==> src/rtl/voice_mix_engine.sv <==
// Time-multiplexed voice mixer: per-voice gain from an internal RAM, frame accumulation,
// shift and saturation to one mixed sample per frame. Self-initialises gains to unity.
module voice_mix_engine #(
   parameter int unsigned NUM_VOICES  = 256,
   parameter int unsigned VOICE_IDX_W = 8,
   parameter int unsigned SAMPLE_W    = 16,
   parameter int unsigned GAIN_W      = 8,
   parameter int unsigned ACC_W       = 26,
   parameter int unsigned OUT_W       = 24
) (
   input  logic                   i_clk,
   input  logic                   i_reset,
   input  logic                   i_valid,
   input  logic [VOICE_IDX_W-1:0] i_voice_index,
   input  logic [SAMPLE_W-1:0]    i_sample,
   input  logic [2:0]             i_shift,
   input  logic                   i_cfg_we,
   input  logic [VOICE_IDX_W-1:0] i_cfg_voice,
   input  logic [GAIN_W-1:0]      i_cfg_gain,
   output logic                   o_busy,
   output logic                   o_valid,
   output logic [OUT_W-1:0]       o_sample,
   output logic                   o_clip,
   output logic                   o_seq_err
);

   localparam int unsigned PROD_W = SAMPLE_W + GAIN_W + 1;
   localparam int unsigned SCL_W  = SAMPLE_W + 2;
   localparam int unsigned SUM_W  = ((ACC_W > OUT_W) ? ACC_W : OUT_W) + 1;

   localparam logic [VOICE_IDX_W-1:0] LAST_IDX = VOICE_IDX_W'(NUM_VOICES - 1);
   localparam logic [VOICE_IDX_W-1:0] ONE_IDX  = VOICE_IDX_W'(1);
   localparam logic [GAIN_W-1:0]      UNITY    = {1'b1, {(GAIN_W-1){1'b0}}};

   localparam logic signed [SUM_W-1:0] OUT_MAX = {{(SUM_W-OUT_W+1){1'b0}}, {(OUT_W-1){1'b1}}};
   localparam logic signed [SUM_W-1:0] OUT_MIN = {{(SUM_W-OUT_W+1){1'b1}}, {(OUT_W-1){1'b0}}};

   typedef enum logic [1:0] {
      ST_INIT,
      ST_SYNC,
      ST_ACCUM
   } state_t;

   state_t                   state, state_nxt;
   logic [VOICE_IDX_W-1:0]   init_cnt, init_cnt_nxt;
   logic [VOICE_IDX_W-1:0]   expected, expected_nxt;
   logic                     accept, first_in, last_in, clr_in, seq_err_in;

   logic [GAIN_W-1:0]        gain_ram [NUM_VOICES];
   logic                     ram_we;
   logic [VOICE_IDX_W-1:0]   ram_addr;
   logic [GAIN_W-1:0]        ram_wdata;

   // stage 1
   logic                     v1, first1, last1, clr1;
   logic [SAMPLE_W-1:0]      sample1;
   logic [GAIN_W-1:0]        gain1;
   logic [2:0]               shift1;
   // stage 2 (product, then scaled)
   logic                     v2, first2, last2, clr2;
   logic [2:0]               shift2;
   logic signed [PROD_W-1:0] prod2;
   logic                     v3, first3, last3, clr3;
   logic [2:0]               shift3;
   logic signed [SCL_W-1:0]  scaled3;
   // stage 3
   logic signed [ACC_W-1:0]  acc, acc_base, sum, shifted;
   logic signed [SUM_W-1:0]  wide;
   logic [OUT_W-1:0]         sat;
   logic                     clip;

   assign o_busy = (state == ST_INIT);

   always_ff @(posedge i_clk) begin
      if (i_reset) begin
         state    <= ST_INIT;
         init_cnt <= '0;
         expected <= '0;
      end else begin
         state    <= state_nxt;
         init_cnt <= init_cnt_nxt;
         expected <= expected_nxt;
      end
   end

   always_comb begin
      state_nxt    = state;
      init_cnt_nxt = init_cnt;
      expected_nxt = expected;
      accept       = 1'b0;
      first_in     = 1'b0;
      last_in      = 1'b0;
      clr_in       = 1'b0;
      seq_err_in   = 1'b0;
      unique case (state)
         ST_INIT: begin
            init_cnt_nxt = init_cnt + ONE_IDX;
            if (init_cnt == LAST_IDX) state_nxt = ST_SYNC;
         end
         ST_SYNC: begin
            if (i_valid && (i_voice_index == '0)) begin
               accept   = 1'b1;
               first_in = 1'b1;
               if (LAST_IDX == '0) begin
                  last_in = 1'b1;
               end else begin
                  state_nxt    = ST_ACCUM;
                  expected_nxt = ONE_IDX;
               end
            end
         end
         ST_ACCUM: begin
            if (i_valid) begin
               if (i_voice_index == expected) begin
                  accept = 1'b1;
                  if (expected == LAST_IDX) begin
                     last_in   = 1'b1;
                     state_nxt = ST_SYNC;
                  end else begin
                     expected_nxt = expected + ONE_IDX;
                  end
               end else begin
                  seq_err_in = 1'b1;
                  if (i_voice_index == '0) begin
                     accept       = 1'b1;
                     first_in     = 1'b1;
                     expected_nxt = ONE_IDX;
                  end else begin
                     clr_in    = 1'b1;
                     state_nxt = ST_SYNC;
                  end
               end
            end
         end
         default: state_nxt = ST_INIT;
      endcase
   end

   always_comb begin
      ram_we    = i_cfg_we;
      ram_addr  = i_cfg_voice;
      ram_wdata = i_cfg_gain;
      if (state == ST_INIT) begin
         ram_we    = 1'b1;
         ram_addr  = init_cnt;
         ram_wdata = UNITY;
      end
   end

   // Read-before-write: a same-cycle cfg write to the read address yields the old gain.
   always_ff @(posedge i_clk) begin
      if (ram_we) gain_ram[ram_addr] <= ram_wdata;
      gain1 <= gain_ram[i_voice_index];
   end

   // Product is registered ahead of the scaling register so o_valid lands three cycles
   // after the last voice while the accumulator clears on the output edge.
   always_ff @(posedge i_clk) begin
      if (i_reset) begin
         v1 <= 1'b0; first1 <= 1'b0; last1 <= 1'b0; clr1 <= 1'b0;
         v2 <= 1'b0; first2 <= 1'b0; last2 <= 1'b0; clr2 <= 1'b0;
         v3 <= 1'b0; first3 <= 1'b0; last3 <= 1'b0; clr3 <= 1'b0;
         sample1   <= '0;
         shift1    <= '0;
         shift2    <= '0;
         shift3    <= '0;
         prod2     <= '0;
         scaled3   <= '0;
         o_seq_err <= 1'b0;
      end else begin
         v1        <= accept;
         first1    <= first_in;
         last1     <= last_in;
         clr1      <= clr_in;
         sample1   <= i_sample;
         shift1    <= i_shift;
         o_seq_err <= seq_err_in;

         v2     <= v1;
         first2 <= first1;
         last2  <= last1;
         clr2   <= clr1;
         shift2 <= shift1;
         prod2  <= $signed(sample1) * $signed({1'b0, gain1});

         v3      <= v2;
         first3  <= first2;
         last3   <= last2;
         clr3    <= clr2;
         shift3  <= shift2;
         scaled3 <= SCL_W'(prod2 >>> (GAIN_W - 1));
      end
   end

   always_comb begin
      acc_base = first3 ? '0 : acc;
      sum      = acc_base + ACC_W'(scaled3);
      shifted  = sum >>> shift3;
      wide     = SUM_W'(shifted);
      sat      = wide[OUT_W-1:0];
      clip     = 1'b0;
      if (wide > OUT_MAX) begin
         sat  = OUT_MAX[OUT_W-1:0];
         clip = 1'b1;
      end else if (wide < OUT_MIN) begin
         sat  = OUT_MIN[OUT_W-1:0];
         clip = 1'b1;
      end
   end

   always_ff @(posedge i_clk) begin
      if (i_reset) begin
         acc      <= '0;
         o_valid  <= 1'b0;
         o_sample <= '0;
         o_clip   <= 1'b0;
      end else begin
         o_valid <= 1'b0;
         if (clr3) begin
            acc <= '0;
         end else if (v3) begin
            if (last3) begin
               acc      <= '0;
               o_valid  <= 1'b1;
               o_sample <= sat;
               o_clip   <= clip;
            end else begin
               acc <= sum;
            end
         end
      end
   end

endmodule

==> config.mk <==
export PLATFORM = sky130hd
export DESIGN_NAME = voice_mix_engine
export DESIGN_NICKNAME = d
export VERILOG_FILES = /design/src/rtl/voice_mix_engine.sv
export SDC_FILE = /design/constraint.sdc
export NUM_CORES = 2
export LEC_CHECK = 0
export ABC_CLOCK_PERIOD_IN_PS = 26900
export BUFFER_PORTS_ARGS = -buffer_cell sky130_fd_sc_hd__buf_2
export CORE_MARGIN = 2
export CORE_UTILIZATION = 68
export DETAILED_ROUTE_END_ITERATION = 6
export PLACE_DENSITY_LB_ADDON = 0.1
export SLEW_MARGIN = 20
export SYNTH_ARGS = -nofsm -noshare
export SYNTH_HDL_FRONTEND = slang
export SYNTH_SLANG_ARGS = --single-unit
==> constraint.sdc <==
create_clock -name i_clk -period 26.9 [get_ports i_clk]
set_input_delay 0 -clock i_clk [delete_from_list [all_inputs] [get_ports i_clk]]
set_output_delay 0 -clock i_clk [all_outputs]
set_load 0.03 [all_outputs]
==> results.cfg <==
[route]
first_pass_iters = 6
drt-total-wl_um = 224000
routedWlPerCell_um = 33.0
drt_iter0_drc = 6120
drc = 0
via_per_inst = 6.88
drtAntennaViolNets = 0
via_count = 46600

[pwr]
p_leak_nw = 33.6
power.density_nw_per_um2 = 72.5
irDropWorstVdd_mv = 0.0655
finalPower_mw = 7.31

[global_route]
use_met2_pct = 53.0
met3_usage_pct = 7.53
grt_overflow = 0
grt_util_all_layers_pct = 33.3
antenna_found_initial = 11
globalRouteMet1Util_pct = 46.6
grt_pass1_vias = 47100
busiest_layer = met2
grt_pass1_wl_um = 325000
grt_max_degree = 256

[clock_network]
h-tree-depth = 4
clkSlewWorstSetupHoldPaths_ns = 0.07
cts_tree = built
post_cts_buffers = 0
clk-insertion-delay-late_ns = 0.85
cts_buffer_depth = 3
cts.repair.resized = 0
root_buffer = clkbuf_16
cts_num_sinks = 2200
numCtsBuffers = 208
holdBufCountCts = 59

[logic_synthesis]
synth_top_cell_by_area = edfxtp_1
synth_top_area_share_pct = 67.5
synth_cells = 4667
async_flop_share_pct = 0
syn_avg_cell_area_um2 = 19.5
synth-edff-count = 2048
synth_nets = 4892
ys_warn_count = 0
yosysSeqAreaShare_pct = 70.9
synth_top_flop_cell = edfxtp_1
synthTopCellsByArea = edfxtp_1, mux4_2, dfxtp_1
synth.cell_area_um2 = 91100
synthDistinctLibCells = 81
ys_ff_latch = 2200

[setup_path]
worstSetupPathType = flip-flop to flip-flop
worstPathRequired_ns = 27.57
cp_max_fo = 16
worstPathArrival_ns = 5.85
rrSetupSlack_ns = 21.72
crit_path_end_kind = flip-flop
startpoint_type = flip-flop

[finish]
multi_input_area_um2 = 24900
drive_above_1_share_pct = 23.4
layout_commonest_cell = edfxtp_1
fin_nets = 5051
fillers = 7071
stdcell_count = 6779
syn_to_final_growth_pct = 10.7
final_cell_mix = edfxtp_1, mux4_2, nor2_1
stdcell_area_um2 = 101000
seqCellArea_um2 = 64500
fin_util_pct = 75.7

[place]
pre_cts_slack_ns = 21.35
dp_cells = 6318
dpl.hpwl_um = 123000
gp_congestion = 0.848
place_area_um2 = 93300
port_buffers = 74

[die]
die_area_um2 = 137000
coreArea_um2 = 133000
die_h_um = 370
ioPinCount = 75
die_width_um = 370
rows = 134
start_util_pct = 68.4

[sta]
slew-limit-headroom_pct = 13.7
fin_crit_sh_pct = 19.3
holdWs_ns = 0.0701
drv_slew = 0
worstMarginPinSlew_ns = 1.29
fin_setup_tns_ns = 0
hold_violations = 0
finalSetupViolations = 0
fmax_mhz = 193
final.setup.worst_slack_ns = 21.72
grt_setup_unrepaired = no
fin_skew_ns = 0.0495
fin_crit_ns = 5.18

[worst_hold_path]
worstHoldPathType = primary input to flip-flop

[job]
maxCapViolations = 0

[outcome]
status = completed
power breakdown:
group	switching, mW	internal, mW
clock	1.29	1.63
sequential	0.0257	3.71
combinational	0.366	0.288
total	1.68	5.63
path summary, 6_finish.rpt:
check | end | depth (start not counted) | startpoint
max | prod2[23] | 18 | gain1[1]
min | sample1[13] | 3 | i_sample[13]
max reg2reg | prod2[23] | 18 | gain1[1]
min reg2reg | clr3 | 1 | clr2
routing by layer:
layer / routed length [µm] / vias up
met5: 33 / -
met4: 8170 / 6
met3: 23900 / 455
met2: 111000 / 2857
met1: 81100 / 24400
li1: - / 18900
final cells by class:
| class | count | area share [%] |
|---|---|---|
| Clock buffer | 267 | 5.52 |
| Timing Repair Buffer | 203 | 1.73 |
| Inverter | 175 | 0.652 |
| Clock inverter | 123 | 1.18 |
| Antenna cell | 5 | 0.0124 |
| Sequential cell | 2200 | 64.0 |
| Tap cell | 1768 | 2.19 |
| Multi-Input combinational cell | 2038 | 24.7 |
synthesized netlist by cell type (5+ instances only):
master / instances
buf_6: 7
nor2b_1: 120
nor3_1: 14
a21o_1: 15
and3_1: 11
xnor2_1: 24
nor2_1: 369
o211ai_1: 10
ha_1: 76
and2_1: 76
mux2_2: 9
buf_1: 30
a21oi_1: 68
clkbuf_1: 147
xor2_1: 37
a211oi_1: 11
nor4_1: 8
edfxtp_1: 2048
nand3_1: 17
a311oi_1: 11
or2_2: 7
buf_2: 62
nor3b_1: 5
o31ai_1: 6
nand2_1: 174
and4_1: 6
nand4_1: 12
o21a_1: 8
fa_1: 102
mux2i_1: 30
o211a_1: 8
inv_1: 171
dfxtp_1: 152
nand2b_1: 7
buf_4: 5
a31oi_1: 8
mux4_2: 679
o21ai_0: 36
sequential cells by signal (all words and copies together), names as in the netlist, 2 cells and up:
register,count
shift3,3
prod2,18
shift1,3
acc,26
shift2,3
gain_ram,2048
expected,8
sample1,16
state,2
init_cnt,8
gain1,8
scaled3,18
o_sample,24
worst max-delay path: stages, from the launching register on:
cell	delay [ns]
dfxtp_1	0.70
nand2_1	0.16
fa_1	0.54
inv_1	0.05
fa_1	0.49
fa_1	0.55
inv_1	0.05
fa_1	0.47
inv_1	0.04
ha_1	0.33
a21o_1	0.19
a21o_1	0.18
a21oi_1	0.19
a21oi_1	0.16
o21bai_1	0.21
a21oi_1	0.12
o21ai_0	0.27
nor3b_1	0.24
nor3_1	0.09
kinds of logic after synthesis:
family / Yosys count / share of synthesized area [%]
mux: 718 / 17.2
compound gates: 240 / 1.81
simple gates: 841 / 4.29
buf+inv: 429 / 1.94
fa+ha+maj: 178 / 3.29
xor+xnor: 61 / 0.587
flops: 2200 / 70.9
Power figures use the tool's default switching activity.
